==> src/rtl/opsum_requant_packer.sv <==
// Requantises conv_unit partial sums to uint8 and packs four results
// per 32-bit output buffer word, one tile per cfg_start.
module opsum_requant_packer #(
    parameter int PSUM_W = 32,
    parameter int OUT_W  = 8,
    parameter int PACK_N = 4,
    parameter int CNT_W  = 16
) (
    input  logic                    clk,
    input  logic                    reset,
    input  logic                    cfg_start,
    input  logic [CNT_W-1:0]        cfg_num_psum,
    input  logic [PSUM_W-1:0]       cfg_bias,
    input  logic [4:0]              cfg_shift,
    input  logic                    cfg_relu,
    input  logic [OUT_W-1:0]        cfg_zero_point,
    input  logic                    valid_op,
    output logic                    ready_op,
    input  logic [PSUM_W-1:0]       psum_in,
    output logic                    ob_valid,
    input  logic                    ob_ready,
    output logic [PACK_N*OUT_W-1:0] ob_data,
    output logic [PACK_N-1:0]       ob_strb,
    output logic                    ob_last,
    output logic                    busy,
    output logic                    done
);

    localparam int IDX_W = (PACK_N > 1) ? $clog2(PACK_N) : 1;
    localparam int AW    = PSUM_W + 2;
    localparam int WW    = PACK_N * OUT_W;
    localparam logic signed [AW-1:0] QMAX = AW'((1 << OUT_W) - 1);

    typedef enum logic [1:0] {IDLE, RUN, FLUSH, DONE} state_t;

    state_t             state_q;
    logic [CNT_W-1:0]   num_q;
    logic [CNT_W-1:0]   cnt_q;
    logic [PSUM_W-1:0]  bias_q;
    logic [4:0]         shift_q;
    logic               relu_q;
    logic [OUT_W-1:0]   zp_q;
    logic [WW-1:0]      pack_q;
    logic [IDX_W-1:0]   idx_q;
    logic               ob_valid_q;
    logic [WW-1:0]      ob_data_q;
    logic [PACK_N-1:0]  ob_strb_q;
    logic               ob_last_q;
    logic               done_q;

    logic                 accept;
    logic                 last_psum;
    logic                 word_full;
    logic signed [AW-1:0] s_w;
    logic signed [AW-1:0] r_w;
    logic signed [AW-1:0] y_w;
    logic signed [AW-1:0] zp_w;
    logic signed [AW-1:0] z_w;
    logic [OUT_W-1:0]     q_d;
    logic [WW-1:0]        word_d;
    logic [PACK_N-1:0]    strb_d;

    assign ready_op  = (state_q == RUN) && (!ob_valid_q || ob_ready);
    assign accept    = valid_op && ready_op;
    assign last_psum = (cnt_q == num_q - CNT_W'(1));
    assign word_full = (idx_q == IDX_W'(PACK_N - 1));

    // 34-bit datapath: bias add plus rounding term cannot overflow
    always_comb begin
        s_w  = AW'(signed'(psum_in)) + AW'(signed'(bias_q));
        r_w  = (shift_q == 5'd0) ? '0 : (AW'(1) << (shift_q - 5'd1));
        y_w  = (s_w + r_w) >>> shift_q;
        if (relu_q && y_w < 0) y_w = '0;
        zp_w = signed'(AW'(zp_q));
        z_w  = y_w + zp_w;
        if (z_w < 0)         q_d = '0;
        else if (z_w > QMAX) q_d = '1;
        else                 q_d = z_w[OUT_W-1:0];
    end

    always_comb begin
        word_d = pack_q;
        word_d[idx_q*OUT_W +: OUT_W] = q_d;
        strb_d = '0;
        for (int k = 0; k < PACK_N; k++)
            strb_d[k] = (IDX_W'(k) <= idx_q);
    end

    always_ff @(posedge clk) begin
        if (reset) begin
            state_q    <= IDLE;
            num_q      <= '0;
            cnt_q      <= '0;
            bias_q     <= '0;
            shift_q    <= '0;
            relu_q     <= 1'b0;
            zp_q       <= '0;
            pack_q     <= '0;
            idx_q      <= '0;
            ob_valid_q <= 1'b0;
            ob_data_q  <= '0;
            ob_strb_q  <= '0;
            ob_last_q  <= 1'b0;
            done_q     <= 1'b0;
        end else begin
            done_q <= 1'b0;
            if (ob_valid_q && ob_ready) begin
                ob_valid_q <= 1'b0;
                ob_data_q  <= '0;
                ob_strb_q  <= '0;
                ob_last_q  <= 1'b0;
            end
            // a word loaded here overrides the handshake clear above
            if (accept) begin
                cnt_q <= cnt_q + CNT_W'(1);
                if (word_full || last_psum) begin
                    ob_valid_q <= 1'b1;
                    ob_data_q  <= word_d;
                    ob_strb_q  <= strb_d;
                    ob_last_q  <= last_psum;
                    pack_q     <= '0;
                    idx_q      <= '0;
                end else begin
                    pack_q <= word_d;
                    idx_q  <= idx_q + IDX_W'(1);
                end
            end
            unique case (state_q)
                IDLE: begin
                    if (cfg_start) begin
                        num_q   <= cfg_num_psum;
                        bias_q  <= cfg_bias;
                        shift_q <= cfg_shift;
                        relu_q  <= cfg_relu;
                        zp_q    <= cfg_zero_point;
                        cnt_q   <= '0;
                        pack_q  <= '0;
                        idx_q   <= '0;
                        if (cfg_num_psum == '0) begin
                            state_q <= DONE;
                            done_q  <= 1'b1;
                        end else begin
                            state_q <= RUN;
                        end
                    end
                end
                RUN: begin
                    if (accept && last_psum) state_q <= FLUSH;
                end
                FLUSH: begin
                    if (ob_valid_q && ob_ready && ob_last_q) begin
                        state_q <= DONE;
                        done_q  <= 1'b1;
                    end
                end
                DONE: state_q <= IDLE;
                default: state_q <= IDLE;
            endcase
        end
    end

    assign ob_valid = ob_valid_q;
    assign ob_data  = ob_data_q;
    assign ob_strb  = ob_strb_q;
    assign ob_last  = ob_last_q;
    assign busy     = (state_q != IDLE);
    assign done     = done_q;

endmodule
==> config.mk <==
export PLATFORM = sky130hd
export DESIGN_NAME = opsum_requant_packer
export DESIGN_NICKNAME = d
export VERILOG_FILES = /design/src/rtl/opsum_requant_packer.sv
export SDC_FILE = /design/constraint.sdc
export NUM_CORES = 1
export LEC_CHECK = 0
export CAP_MARGIN = 20
export CORE_MARGIN = 1
export CORE_UTILIZATION = 45
export DETAILED_ROUTE_END_ITERATION = 8
export PLACE_DENSITY = 0.68
export SLEW_MARGIN = 25
export SYNTH_ARGS = -nofsm -noshare
export SYNTH_HDL_FRONTEND = slang
export SYNTH_SLANG_ARGS = --single-unit
export TNS_END_PERCENT = 10
==> constraint.sdc <==
create_clock -name clk -period 17.84 [get_ports clk]
set_clock_uncertainty 0.05 [all_clocks]
set_input_delay 3.568 -clock clk [delete_from_list [all_inputs] [get_ports clk]]
set_output_delay 3.568 -clock clk [all_outputs]
set_load 0.05 [all_outputs]
==> metrics <==
vias in the first global route=14.83k; Detail Placement HPWL=43170 um; final setup vio count=0; CTS root buf=clkbuf_16; Initial Util=0.4608; Required @ worst endpoint=18.08 ns; slew of the pin with the lowest slew margin=1.122 ns; row count=between 60 and 70; GRT Util Overall=0.3391; Hold Path Class=reg2reg; total number of vias=15.99k; setup_tns=0 ns; Psw=about 940 uW; crit path max fanout=64; f_max=81.33 MHz; Synth cell types=112; Synth warnings=0; clk_lat worst skew=between 0.4 and 0.5 ns; WHS Endpoint=bias_q[16]$_SDFFE_PP0P_; Core Area=31720 um2; routed vias/inst=6.399; status=finished, final reports clean; Worst path most repeated cell=a21oi_1; Num CTS Buffers=17; Worst EP arrival=12.54 ns; CTS Sinks=153; gpl congestion=1.059; Final ANT Viol Nets=0; DRT Pass-1 Iters=5; Routed WL per cell=around 23 um; RSZ-0062 raised after global routing=false; Worst Setup End Kind=flop; max_cap viols=0; Max Slew Vio Count=0; WS Path Type=in2reg; Peak VDD IR=between 80 and 90 uV; Final Cycle Share=0.6892; DRC viols=0; Post-CTS Hold Fix Bufs=0; initial antenna violation count=0; # IOs=140; Reg clk slew, reported paths=0.07 ns; HP Start=bias_q[16]$_SDFFE_PP0P_; Hold Path Stages=2; final hold vios=0; Worst path slowest cell=a2111oi_4; Layout fillers=3168; post-synthesis async set-or-reset flop share=0; R2R depth=34; number of port buffers=139; pin count of the biggest net entering global routing=80; CTS H-tree lvls=4; post-CTS resize count=0; post-synthesis register bit count=around 150; Nets=2271; die span in y=182.2 um; crit path time final=12.30 ns; Cell Int Power=~930 uW; Syn-to-layout area delta=14.74%; reg2reg end=pack_q[26]$_SDFF_PP0_; post-synthesis sequential area ratio=0.2096; clock share of power=0.193; crit-path max cell delay=0.60 ns; Synth Cell Area=14620 um2; part of the power in combinational logic=0.604; post-synth top area cell=dfxtp_1; first-pass GRT wire length=86860 um; 1st-iter DRT viols=~1.7k; top_reg_cell synth=dfxtp_1; relative slew slack=0.2463; post-synth top area share=0.2096; number of synthesized flops with an enable pin=0; total grt overflow=0; Diodes inserted=0; Avg Inst Size Synth=7.235 um2; share of post-route cells with drive strength above 1=0.06632; Worst Setup Start Kind=input pin; Sw Ratio=0.5034; Leakage=approximately 6.3 nW; top cells by area, synth=dfxtp_1 21%, nand2_1 8.9%, a21oi_1 6.3%; die area=33200 um2; CTS tree=built; clk buf depth=2; Post-CTS Setup Inserts=0; die width=182.2 um; WL final=57120 um; post-route cell area=16770 um2; sequential power share=0.203; RR Startpoint=shift_q[1]$_SDFFE_PP0P_; Placed Area=16170 um2; Reg2Reg Setup Slack=6.63 ns; Post-Syn Instances=2020; pwr dens=111.8 nW/um2
-- registers in the layout (all words and copies together) (netlist names) --
| name | count |
|---|---|
| ob_data | 32 |
| relu_q | 1 |
| bias_q | 32 |
| ob_valid | 1 |
| done | 1 |
| ob_last | 1 |
| shift_q | 5 |
| pack_q | 32 |
| ob_strb | 4 |
| cnt_q | 16 |
| num_q | 16 |
| state_q | 2 |
| zp_q | 8 |
| idx_q | 2 |
-- layout by cell type, fill, tap and decap left out, types with 21 or more instances in the layout --
master and instances:
nand2_1 346, a211oi_1 27, buf_4 25, xnor2_1 36, nor2b_1 31, xor2_1 25, a21oi_1 182, a31oi_1 41
nand4_1 31, ha_1 54, a21o_1 21, fa_1 35, o21ai_0 56, nand3_1 62, nor2_1 193, mux2i_1 22
dfxtp_1 153, inv_1 111, clkdlybuf4s50_1 138, a32oi_1 66, nor3_1 38, o211ai_1 31
-- Yosys cell counts, drive strengths merged, types with 13 or more instances --
master	n
xor2	27
and2	13
nand2	348
a21o	21
nand4	32
mux2i	22
a211oi	31
nor2	195
a21oi	189
inv	111
nor4	17
buf	39
a32oi	66
nor2b	31
o21ai	75
o21a	18
and3	18
a31oi	42
ha	54
a221oi	14
fa	35
clkbuf	83
xnor2	39
o211ai	33
dfxtp	153
nand3	62
nor3	40
-- through the flow --
stage	hold slack, ns	power (mW)	setup WS (ns)	utilization	instances
after detailed placement	0.3980	1.484	5.227	0.5097	2465
after floorplan	0.3863	1.149	7.809	-	2021
final	0.4056	1.876	5.544	0.5287	2498
after global placement	0.3930	1.479	5.388	0.5095	2465
after CTS	0.4079	1.848	5.687	0.5279	2497
after global routing	0.4273	1.981	5.125	0.5287	2498
-- layout make-up --
type / count / area, um2 / area share
clock inverter: 14 / 136.4 / 0.008133
tap: 402 / 503.0 / 0.02999
inverter: 115 / 431.7 / 0.02574
clock buffer: 18 / 439.2 / 0.02619
sequential: 153 / 3063 / 0.1826
multi-input combinational: 1631 / 10620 / 0.6331
timing repair buffer: 165 / 1579 / 0.09416
-- kinds of logic after synthesis --
group	synth area share
adders and majority gates	0.09417
other	0.0002566
buffers and inverters	0.06754
muxes	0.02046
and+or+nand+nor	0.2643
AOI/OAI and AO/OA	0.3026
DFF	0.2096
xor gates and xnor gates	0.04109
-- metal layers --
layer,wire length (um),global-route usage
met1,24870,0.4511
met2,25020,0.5241
met3,4354,0.06007
met4,2880,0.1758
met5,0,0
-- power groups by stage --
| stage | logic [mW] | registers [mW] | clock network, mW |
|---|---|---|---|
| detailed placement | 1.10 | 0.387 | 0 |
| finish | 1.13 | 0.380 | 0.362 |
| global route | 1.22 | 0.383 | 0.380 |
| floorplan | 0.766 | 0.383 | 0 |
| global placement | 1.09 | 0.387 | 0 |
| CTS | 1.10 | 0.380 | 0.368 |
-- how the worst max path moves through the flow --
stage | cells past startpoint | slack, ns | start | endpoint
finish | 32 | 5.54 | psum_in[18] | pack_q[26]$_SDFF_PP0_
global route | 32 | 5.13 | psum_in[18] | ob_data[17]$_SDFF_PP0_
CTS | 32 | 5.69 | psum_in[18] | pack_q[2]$_SDFF_PP0_
detailed placement | 32 | 5.23 | psum_in[18] | pack_q[26]$_SDFF_PP0_
global placement | 32 | 5.39 | psum_in[18] | ob_data[21]$_SDFF_PP0_
floorplan | 30 | 7.81 | psum_in[18] | ob_data[10]$_SDFF_PP0_
-- worst max-delay path, delay by kind of cell --
family	cells	cell delay, ns
fa+ha+maj	3	1.36
compound gates	15	4.09
buf+inv	4	1.14
simple gates	10	2.33
No activity file was read; power rests on OpenSTA's default activity.
